==> src/rtl/mem_bus_interface_pkg.sv <==
// Shared types and sizes for the LC-3 memory bus interface.
// Imported by the bus interface, the MAR register and the top.
package lc3_mem_pkg;

    localparam int WORD_W   = 16;
    localparam int MAX_WAIT = 15;

    typedef enum logic [1:0] {
        IDLE,
        SETUP,
        ACCESS,
        DONE
    } mem_state_t;

endpackage

==> src/rtl/mem_bus_interface_if.sv <==
// Datapath-side bundle: bus value, load strobes, request handshake
// and the MAR/MDR views returned to the datapath.
interface mem_bus_if;
    import lc3_mem_pkg::*;

    logic [WORD_W-1:0] Data_Bus;
    logic              LD_MAR;
    logic              LD_MDR;
    logic              Mem_Req;
    logic              Mem_WE;
    logic              Mem_Ready;
    logic              Mem_Done;
    logic [WORD_W-1:0] MAR_Out;
    logic [WORD_W-1:0] MDR_Out;

    modport master (
        output Data_Bus,
        output LD_MAR,
        output LD_MDR,
        output Mem_Req,
        output Mem_WE,
        input  Mem_Ready,
        input  Mem_Done,
        input  MAR_Out,
        input  MDR_Out
    );

    modport slave (
        input  Data_Bus,
        input  LD_MAR,
        input  LD_MDR,
        input  Mem_Req,
        input  Mem_WE,
        output Mem_Ready,
        output Mem_Done,
        output MAR_Out,
        output MDR_Out
    );

endinterface

==> src/rtl/mem_bus_interface_load_reg16.sv <==
// 16-bit register with synchronous active-low reset and load enable.
// Holds the memory address register.
module load_reg16
    import lc3_mem_pkg::*;
(
    input  logic              clk_i,
    input  logic              rst_ni,
    input  logic              ld_i,
    input  logic [WORD_W-1:0] d_i,
    output logic [WORD_W-1:0] q_o
);

    logic [WORD_W-1:0] q_q;

    always_ff @(posedge clk_i) begin
        if (!rst_ni) begin
            q_q <= '0;
        end else if (ld_i) begin
            q_q <= d_i;
        end
    end

    assign q_o = q_q;

endmodule

==> src/rtl/mem_bus_interface.sv <==
// MAR/MDR capture from the datapath bus and a wait-stated,
// handshaked SRAM read/write cycle (IDLE/SETUP/ACCESS/DONE).
module mem_bus_interface
    import lc3_mem_pkg::*;
#(
    parameter int WAIT_CYCLES = 2
)
(
    input  logic              Clk,
    input  logic              Reset,
    mem_bus_if.slave          bus,
    input  logic [WORD_W-1:0] MEM_DIN,
    output logic [WORD_W-1:0] MEM_ADDR,
    output logic [WORD_W-1:0] MEM_DOUT,
    output logic              CE_N,
    output logic              OE_N,
    output logic              WE_N
);

    localparam int CNT_W = $clog2(WAIT_CYCLES + 1);
    localparam logic [CNT_W-1:0] CNT_LOAD = CNT_W'(WAIT_CYCLES - 1);

    mem_state_t        state_q, state_d;
    logic [CNT_W-1:0]  cnt_q, cnt_d;
    logic              we_q, we_d;
    logic [WORD_W-1:0] mdr_q, mdr_d;
    logic [WORD_W-1:0] mar_q;
    logic              mar_ld;

    load_reg16 u_mar (
        .clk_i  (Clk),
        .rst_ni (Reset),
        .ld_i   (mar_ld),
        .d_i    (bus.Data_Bus),
        .q_o    (mar_q)
    );

    always_comb begin
        state_d = state_q;
        cnt_d   = cnt_q;
        we_d    = we_q;
        mdr_d   = mdr_q;
        mar_ld  = 1'b0;
        unique case (state_q)
            IDLE: begin
                mar_ld = bus.LD_MAR;
                if (bus.LD_MDR) begin
                    mdr_d = bus.Data_Bus;
                end
                if (bus.Mem_Req) begin
                    we_d    = bus.Mem_WE;
                    state_d = SETUP;
                end
            end
            SETUP: begin
                cnt_d   = CNT_LOAD;
                state_d = ACCESS;
            end
            ACCESS: begin
                if (cnt_q == '0) begin
                    if (!we_q) begin
                        mdr_d = MEM_DIN;
                    end
                    state_d = DONE;
                end else begin
                    cnt_d = cnt_q - 1'b1;
                end
            end
            DONE: begin
                state_d = IDLE;
            end
        endcase
    end

    always_ff @(posedge Clk) begin
        if (!Reset) begin
            state_q <= IDLE;
            cnt_q   <= '0;
            we_q    <= 1'b0;
            mdr_q   <= '0;
        end else begin
            state_q <= state_d;
            cnt_q   <= cnt_d;
            we_q    <= we_d;
            mdr_q   <= mdr_d;
        end
    end

    // Strobes decode only from registered state, never from inputs.
    assign CE_N = !((state_q == SETUP) || (state_q == ACCESS));
    assign OE_N = !((state_q == ACCESS) && !we_q);
    assign WE_N = !((state_q == ACCESS) && we_q);

    assign bus.Mem_Ready = (state_q == IDLE);
    assign bus.Mem_Done  = (state_q == DONE);
    assign bus.MAR_Out   = mar_q;
    assign bus.MDR_Out   = mdr_q;

    assign MEM_ADDR = mar_q;
    assign MEM_DOUT = mdr_q;

endmodule

==> src/flat_wrapper.sv <==
// flat-port wrapper written by rule: the top's interface ports become plain ports
module mem_bus_interface_flat import lc3_mem_pkg::*;
#(
    parameter int WAIT_CYCLES = 2
)
  (Clk, Reset, MEM_DIN, MEM_ADDR, MEM_DOUT, CE_N, OE_N, WE_N, bus_Data_Bus, bus_LD_MAR, bus_LD_MDR, bus_Mem_Req, bus_Mem_WE, bus_Mem_Ready, bus_Mem_Done, bus_MAR_Out, bus_MDR_Out);
  mem_bus_if bus_i ();
  input  logic Clk;
  input  logic Reset;
  input  logic [WORD_W-1:0] MEM_DIN;
  output logic [WORD_W-1:0] MEM_ADDR;
  output logic [WORD_W-1:0] MEM_DOUT;
  output logic CE_N;
  output logic OE_N;
  output logic WE_N;
  input wire logic [$bits(bus_i.Data_Bus)-1:0] bus_Data_Bus;
  input wire logic [$bits(bus_i.LD_MAR)-1:0] bus_LD_MAR;
  input wire logic [$bits(bus_i.LD_MDR)-1:0] bus_LD_MDR;
  input wire logic [$bits(bus_i.Mem_Req)-1:0] bus_Mem_Req;
  input wire logic [$bits(bus_i.Mem_WE)-1:0] bus_Mem_WE;
  output wire logic [$bits(bus_i.Mem_Ready)-1:0] bus_Mem_Ready;
  output wire logic [$bits(bus_i.Mem_Done)-1:0] bus_Mem_Done;
  output wire logic [$bits(bus_i.MAR_Out)-1:0] bus_MAR_Out;
  output wire logic [$bits(bus_i.MDR_Out)-1:0] bus_MDR_Out;
  assign bus_i.Data_Bus = bus_Data_Bus;
  assign bus_i.LD_MAR = bus_LD_MAR;
  assign bus_i.LD_MDR = bus_LD_MDR;
  assign bus_i.Mem_Req = bus_Mem_Req;
  assign bus_i.Mem_WE = bus_Mem_WE;
  assign bus_Mem_Ready = bus_i.Mem_Ready;
  assign bus_Mem_Done = bus_i.Mem_Done;
  assign bus_MAR_Out = bus_i.MAR_Out;
  assign bus_MDR_Out = bus_i.MDR_Out;
  mem_bus_interface #(.WAIT_CYCLES(WAIT_CYCLES)) u_core (.Clk(Clk), .Reset(Reset), .bus(bus_i), .MEM_DIN(MEM_DIN), .MEM_ADDR(MEM_ADDR), .MEM_DOUT(MEM_DOUT), .CE_N(CE_N), .OE_N(OE_N), .WE_N(WE_N));
endmodule
==> config.mk <==
export PLATFORM = sky130hd
export DESIGN_NAME = mem_bus_interface_flat
export DESIGN_NICKNAME = d
export VERILOG_FILES = /design/src/rtl/mem_bus_interface_pkg.sv /design/src/rtl/mem_bus_interface_if.sv /design/src/rtl/mem_bus_interface_load_reg16.sv /design/src/rtl/mem_bus_interface.sv /design/src/flat_wrapper.sv
export SDC_FILE = /design/constraint.sdc
export NUM_CORES = 1
export LEC_CHECK = 0
export ABC_AREA = 1
export BUFFER_PORTS_ARGS = -buffer_cell sky130_fd_sc_hd__buf_2
export CAP_MARGIN = 20
export CORE_ASPECT_RATIO = 0.8
export CORE_MARGIN = 1.5
export CORE_UTILIZATION = 35
export DETAILED_ROUTE_END_ITERATION = 7
export PLACE_DENSITY = 0.64
export SLEW_MARGIN = 25
export SYNTH_ARGS = -nofsm -noshare
export SYNTH_HDL_FRONTEND = slang
export SYNTH_SLANG_ARGS = --single-unit
==> constraint.sdc <==
create_clock -name Clk -period 1.68 [get_ports Clk]
set_input_delay 0.084 -clock Clk [delete_from_list [all_inputs] [get_ports Clk]]
set_output_delay 0.084 -clock Clk [all_outputs]
set_load 0.01 [all_outputs]
==> impl_metrics.toml <==
[synthesis]
synthCells = 287
ys_types = 18
synth_area_leaders = "dfxtp_1, nor2_1, buf_4, nand2_1, o21ai_0"
netlist_area_mm2 = 0.00198
syn_area_per_cell_um2 = 6.91
yosys_warnings = 0
yosysSeqAreaShare_pct = 37.4
synth_most_common_cell = "nor2_1"
yosys-top-cells-count = "nor2_1, nand2_1, dfxtp_1"
yosys.area.top_type = "dfxtp_1"
synth-main-ff-cell = "dfxtp_1"
syn-num-nets = 331
synth_top_area_share_pct = 37.4
synth_seq_cells = 37
synth_edf_count = 0
async_reset_ff_share_pct = 0

[clock_network]
tritoncts = "built"
ctsHoldBuffers = 0
path_clk_slew_ns = 0.07
ctsResizeCount = 0
clkLatencyLatePin_ns = 0.28
clk_path_buf_depth = 2
cts-root-buf = "clkbuf_8"
post_cts_buffers = 0
htreeDepth = 2
clock-sinks = 37
cts_buffers = 5

[place]
io_buffers = 106
post_dp_cell_area_mm2 = 0.00234
dp_hpwl_um = 3550
place_congestion = 0.811
dpl.cell_count = 432

[worst_hold_path]
min_path_type = "in -> reg"

[sta]
fin_crit_ns = 1.49
max_clock_freq_mhz = 670
fin_setup_tns_ns = 0
finalHoldViolations = 0
fin_crit_sh_pct = 88.9
rsz0062_at_grt = "false"
slew_headroom_pct = 58.0
slew_violations = 0
worst_pin_slew_ns = 0.630
setup_viol = 0
skew_ns = 0.00372

[worst_setup_path]
cp-end-kind = "flop"
path_max_fanout = 18
startpoint_type = "flop"
critical_path_class = "reg -> reg"
worstPathArrival_ns = 1.67
cp.required_ns = 1.86

[cells_and_area]
fin_cells = 440
layout-drive-gt1-share_pct = 34.5
final_cell_area_mm2 = 0.00246
antennaDiodeCount = 0
nNetsFinal = 405
syn_to_final_growth_pct = 24.2

[global_routing]
grt_max_degree = 38
grt_pass1_vias = 1517
gr-total-overflow = 0
grtUsageTotal_pct = 14.8
antenna_found_initial = 0
grt_pass1_wl_um = 7100

[routing]
wirelength_um = 4780
vias = 1842
drt_iter0_markers = 52
drcViolationCount = 0
wl_per_cell_um = 10.9
ant_nets = 0
routed_via_density = 4.19
dr.pass1.iters = 5

[status]
outcome = "finished, final reports clean"

[die]
die-area_mm2 = 0.00613
start_util_pct = 36.3
rows = 24
core_region_area_mm2 = 0.00547
die_w_um = 87.1
fp.dieH_um = 70.3
design.portCount = 107

[power]
power_density_mw_per_mm2 = 1860
leakagePower_uw = 0.00145
ir_drop_mv = 0.646

[flow_run]
maxCapViolCount = 0
## metrics by stage
stage	utilization [%]	hold WS, ns	setup WS, ns	total power (µW)
2_1_floorplan	-	0.247	0.214	3320
3_3_place_gp	42.8	0.358	0.170	3760
3_5_place_dp	42.8	0.363	0.0921	3810
4_1_cts	44.9	0.0704	0.0699	4620
5_1_grt	45.0	0.0723	0.0254	4980
6_report	45.0	0.0732	0.187	4590
## report_power, final
| part | switching, µW | leakage, µW | total [µW] | internal [µW] |
|---|---|---|---|---|
| registers | 210 | 0.000307 | 1390 | 1180 |
| logic | 1430 | 0.00109 | 2400 | 971 |
| clock network | 314 | 0.0000585 | 798 | 484 |
## worst paths after layout
| kind | start | endpoint | slack, ns | cells past startpoint |
|---|---|---|---|---|
| min reg2reg | u_core.we_q$_SDFFE_PN0P_ | u_core.we_q$_SDFFE_PN0P_ | 0.49 | 2 |
| min | bus_Data_Bus[4] | u_core.u_mar.q_o[4]$_SDFFE_PN0P_ | 0.07 | 3 |
| max reg2reg | u_core.state_q[0]$_SDFFE_PN0P_ | u_core.MEM_DOUT[3]$_SDFFE_PN0P_ | 0.19 | 10 |
| max | u_core.state_q[0]$_SDFFE_PN0P_ | u_core.MEM_DOUT[3]$_SDFFE_PN0P_ | 0.19 | 10 |
## critical path, stage by stage, from the launching register on
cell and delay [ns]:
dfxtp_1 0.34, inv_1 0.11, ha_2 0.28, inv_8 0.09
nand2_4 0.08, nand2_4 0.06, nor2_8 0.09, buf_4 0.17
nand2_1 0.06, nand2_1 0.05, nor2_1 0.05
## cell usage in the layout, fill, tap and decap left out, types with 2 or more instances in the layout
cell type / instances
a21oi_1: 17
buf_2: 106
buf_4: 4
clkbuf_8: 6
dfxtp_1: 37
ha_1: 5
inv_1: 28
nand2_1: 54
nand2_2: 2
nand2_4: 2
nor2_1: 71
o21ai_0: 22
## area by class of cell
| class | count | area [µm²] |
|---|---|---|
| Fill cell | 621 | 3000 |
| Timing Repair Buffer | 111 | 581 |
| Multi-Input combinational cell | 177 | 810 |
| Inverter | 29 | 116 |
| Clock buffer | 7 | 86.3 |
| Clock inverter | 1 | 30.0 |
| Tap cell | 78 | 97.6 |
| Sequential cell | 37 | 741 |
## state kept, by name (all words and copies together) (netlist names)
name / flops
u_core.u_mar.q_o: 16
u_core.state_q: 2
u_core.cnt_q: 2
u_core.MEM_DOUT: 16
u_core.we_q: 1
## logic make-up after synthesis
family                   after synthesis  synth area share, %
AO/OA/AOI/OAI                         40                 10.2
buffers and inverters                 73                 21.9
AND/OR/NAND/NOR                      131                 26.7
adder cells (fa/ha/maj)                6                 3.79
flip-flops                            37                 37.4
## routing by layer
layer / routed length [µm] / part of all wire, % / up-vias / global-route usage, %
met5: 0 / 0 / - / 0
met4: 0 / 0 / 0 / 2.12
met3: 251 / 5.2 / 0 / 3.78
met2: 2200 / 46 / 61 / 24.1
met1: 2330 / 49 / 793 / 20.2
li1: - / - / 988 / -
Note: power is estimated with default switching activity, not from simulation.
